`src/rtl/nanov_shift_deser.sv`:
```
// nanov_shift_deser: bit-serial result deserializer for the nanoV datapath.
// Takes one result bit per qualified cycle, LSB first. It returns the current
// bit index to the upstream stage as `counter`. When a word is complete it
// publishes the word with a one-cycle `done` pulse and a registered zero flag.
module nanov_shift_deser #(
  parameter int WIDTH = 32,
  parameter int CW    = $clog2(WIDTH)
) (
  input  logic             clk,
  input  logic             rst,
  input  logic             start,
  input  logic             abort,
  input  logic             d_in,
  input  logic             d_valid,
  output logic [CW-1:0]    counter,
  output logic             busy,
  output logic             done,
  output logic [WIDTH-1:0] result,
  output logic             zero
);

  typedef enum logic {
    IDLE    = 1'b0,
    CAPTURE = 1'b1
  } state_t;

  state_t             state_q, state_d;
  logic [CW-1:0]      counter_q, counter_d;
  logic [WIDTH-1:0]   sr_q, sr_d;
  logic [WIDTH-1:0]   result_q, result_d;
  logic               zero_q, zero_d;
  logic               done_q, done_d;
  logic [WIDTH-1:0]   sr_shift;
  logic               last_bit;

  // New bits enter at the MSB, so after WIDTH bits bit 0 sits in sr[0].
  assign sr_shift = {d_in, sr_q[WIDTH-1:1]};
  assign last_bit = (counter_q == CW'(WIDTH - 1));

  // Next-state logic: abort beats start, and start beats an ordinary capture.
  always_comb begin
    state_d   = state_q;
    counter_d = counter_q;
    sr_d      = sr_q;
    result_d  = result_q;
    zero_d    = zero_q;
    done_d    = 1'b0;
    if (abort) begin
      state_d   = IDLE;
      counter_d = '0;
    end else if (start) begin
      // A restart discards any partial word. The incoming bit can be bit 0.
      state_d   = CAPTURE;
      counter_d = '0;
      if (d_valid) begin
        sr_d      = sr_shift;
        counter_d = CW'(1);
      end
    end else if (state_q == CAPTURE && d_valid) begin
      sr_d = sr_shift;
      if (last_bit) begin
        result_d  = sr_shift;
        zero_d    = (sr_shift == '0);
        done_d    = 1'b1;
        counter_d = '0;
        state_d   = IDLE;
      end else begin
        counter_d = counter_q + CW'(1);
      end
    end
  end

  // State and datapath registers, with synchronous reset.
  always_ff @(posedge clk) begin
    if (rst) begin
      state_q   <= IDLE;
      counter_q <= '0;
      sr_q      <= '0;
      result_q  <= '0;
      zero_q    <= 1'b1;
      done_q    <= 1'b0;
    end else begin
      state_q   <= state_d;
      counter_q <= counter_d;
      sr_q      <= sr_d;
      result_q  <= result_d;
      zero_q    <= zero_d;
      done_q    <= done_d;
    end
  end

  assign counter = counter_q;
  assign busy    = (state_q == CAPTURE);
  assign done    = done_q;
  assign result  = result_q;
  assign zero    = zero_q;

endmodule

```
`config.mk`:
```
export PLATFORM = sky130hd
export DESIGN_NAME = nanov_shift_deser
export DESIGN_NICKNAME = d
export VERILOG_FILES = /design/src/rtl/nanov_shift_deser.sv
export SDC_FILE = /design/constraint.sdc
export NUM_CORES = 1
export LEC_CHECK = 0
export ABC_AREA = 1
export CAP_MARGIN = 5
export CORE_ASPECT_RATIO = 0.75
export CORE_MARGIN = 3
export CORE_UTILIZATION = 56
export DETAILED_ROUTE_END_ITERATION = 10
export MAX_ROUTING_LAYER = met4
export PLACE_DENSITY = 0.84
export SYNTH_ARGS = -nofsm -noshare
export SYNTH_HDL_FRONTEND = slang
export SYNTH_SLANG_ARGS = --single-unit
```
`constraint.sdc`:
```
create_clock -name clk -period 2.81 [get_ports clk]
set_input_delay 0.4215 -clock clk [delete_from_list [all_inputs] [get_ports clk]]
set_output_delay 0.4215 -clock clk [all_outputs]
set_load 0.03 [all_outputs]
```
==> impl_metrics.csv <==
group,metric,value,unit
sta,tns,0,ns
cells_and_area,drive_gt1_frac,0.0575,
yosys,syn_nets,362,
die,die_h,65.9,um
power_and_ir_drop,ir_drop,0.000438,V
yosys,ys_ff_latch,71,
clock_network,cts_made_buffers,9,
job,drv_cap,0,
die,std_cell_rows,21,
placed_design,globalplace.congestion,0.815,
setup_path,cp.required,3.08,ns
global_routing,grt_max_degree,65,
routing,drt_iter0_markers,155,
die,start_util,0.589,
clock_network,cts_buffer_depth,2,
sta,setup_viol,0,
clock_network,cts-root-buf,"clkbuf_8",
routing,viasPerCell,5.08,
sta,period_minus_slack,1.93,ns
cells_and_area,final_nets,403,
clock_network,cts_tree,"yes",
setup_path,crit_path_start_kind,"register",
status,status,"complete, no violations",
routing,ant_nets,0,
setup_path,arrival,2.20,ns
sta,max_slew.worst_pin.slew,0.553,ns
die,die_w,85.8,um
routing,first_pass_iters,4,
clock_network,cts.sinks,71,
clock_network,cts.reportedPaths.clkPinSlew,0.07,ns
sta,relSlewSlack,0.630,
cells_and_area,fillerInstances,373,
clock_network,clk_latency,0.34,ns
die,coreArea,4550,um^2
sta,fin_skew,0.00641,ns
die,die_area,5650,um^2
sta,hold_violations,0,
global_routing,antenna_found_initial,0,
yosys,yosys_warnings,0,
placed_design,hpwl,3440,um
yosys,yosysSeqAreaShare,0.531,
routing,routed_wl,5280,um
min_path,min_path_type,"register to register",
clock_network,cts_hold_buf,0,
cells_and_area,seq_area,1420,um^2
yosys,yosysUniqueCellTypes,20,
power_and_ir_drop,p_per_area,600,nW/um^2
global_routing,grt_pass1_wl,9130,um
routing,route.detailed.drc,0,
clock_network,cts_setup_buffers,0,
power_and_ir_drop,leakagePower,0.00133,uW
yosys,syn_area,2680,um^2
sta,grt_setup_unrepaired,"false",
placed_design,io_buffers,45,
yosys,syn_inst,354,
clock_network,htreeDepth,3,
routing,post_drt_wl_per_cell,11.5,um
global_routing,grtUsageTotal,0.209,
clock_network,ctsResizeCount,0,
setup_path,cp_max_fo,33,
cells_and_area,multi_input_comb_area,1070,um^2
placed_design,place_area,3100,um^2
setup_path,worstSetupEndpointType,"register",
die,io_pins,46,
cells_and_area,syn_to_final_growth,23.2,%
sta,max_freq,0.519,GHz
yosys,syn_area_per_cell,7.56,um^2
routing,vias,2320,
global_routing,first_global_vias,2227,
sta,drv_slew,0,
cells_and_area,diodes,0,
power_and_ir_drop,total_power,1980,uW
cells_and_area,stdcell_area,3300,um^2
global_routing,grt-ovfl-total,0,
setup_path,critPathKind,"register to register",
sta,post-route-period-util,0.686,
sequential cells by signal, summed over array words and instances, names as in the netlist:
signal and flops:
result 32, zero 1, busy 1, done 1, sr_q 31, counter 5
worst max-delay path, cell delays in order (launching register included):
cell and delay (ns):
dfxtp_1 0.41, ha_1 0.19, inv_1 0.06, nor2_1 0.10, ha_1 0.15, inv_1 0.05, nor2_1 0.10, nand2_2 0.07
inv_2 0.41, nand3_1 0.15, o21bai_1 0.14
kinds of logic after synthesis:
logic type	synth area share
AND/OR/NAND/NOR	0.242
AO/OA/AOI/OAI	0.146
flip-flops	0.531
buffers and inverters	0.0683
adder cells (fa/ha/maj)	0.00935
XOR/XNOR	0.00327
final cells by class:
type                            instances  share of cell area
Clock buffer                           11              0.0429
Timing Repair Buffer                   48               0.143
Sequential cell                        71               0.431
Tap cell                               57              0.0216
Multi-Input combinational cell        249               0.325
Clock inverter                          5              0.0175
Inverter                               16              0.0182
synth_stat cells (all sizes together):
| cell | n | area [um^2] |
|---|---|---|
| nor2 | 138 | 521 |
| dfxtp | 71 | 1420 |
| o21ai | 65 | 325 |
| nand2 | 25 | 96.4 |
| inv | 15 | 56.3 |
| a21oi | 11 | 58.8 |
| buf | 9 | 88.8 |
| clkbuf | 9 | 33.8 |
| nand3 | 4 | 20.0 |
| ha | 2 | 25.0 |
| nor3 | 2 | 10.0 |
| clkinv | 1 | 3.75 |
| o21bai | 1 | 7.51 |
| xor2 | 1 | 8.76 |
worst paths after layout:
check                           depth (start not counted)               startpoint                     end  slack, ns
worst min register to register                          2   result[7]$_SDFFE_PP0P_  result[7]$_SDFFE_PP0P_       0.48
worst max register to register                         10  counter[0]$_SDFFE_PP0P_       zero$_SDFFE_PP1P_       0.88
worst min-delay path                                    2   result[7]$_SDFFE_PP0P_  result[7]$_SDFFE_PP0P_       0.48
worst max-delay path                                   10  counter[0]$_SDFFE_PP0P_       zero$_SDFFE_PP1P_       0.88
per-layer routing:
metal | global-route usage | wire [um]
met1 | 0.228 | 2470
met2 | 0.354 | 2470
met3 | 0.0735 | 266
met4 | 0.0791 | 68
met5 | - | 0
where the power goes:
| part | internal [uW] | switching, uW |
|---|---|---|
| logic | 44.9 | 74.9 |
| registers | 1030 | 26.8 |
| clock network | 432 | 366 |
| total | 1510 | 468 |
layout by cell type, fill, tap and decap left out, types with 2 or more instances in the layout:
master and instances:
a21oi_1 10, buf_4 3, clkbuf_8 10, clkdlybuf4s50_1 45, clkinvlp_4 3, dfxtp_1 71, ha_1 2, inv_1 13
inv_2 2, nand2_1 24, nand3_1 4, nor2_1 137, nor3_1 2, o21ai_0 59, o21ai_1 6
through the flow:
stage | std cells | util | hold slack, ns | setup WS [ns]
2_1_floorplan | 354 | - | 0.451 | 1.06
3_3_place_gp | 441 | 0.682 | 0.461 | 0.775
3_5_place_dp | 441 | 0.682 | 0.470 | 0.723
4_1_cts | 457 | 0.725 | 0.487 | 0.869
5_1_grt | 457 | 0.725 | 0.505 | 0.677
6_report | 457 | 0.725 | 0.482 | 0.881
Note: power is estimated with default switching activity, not from simulation.
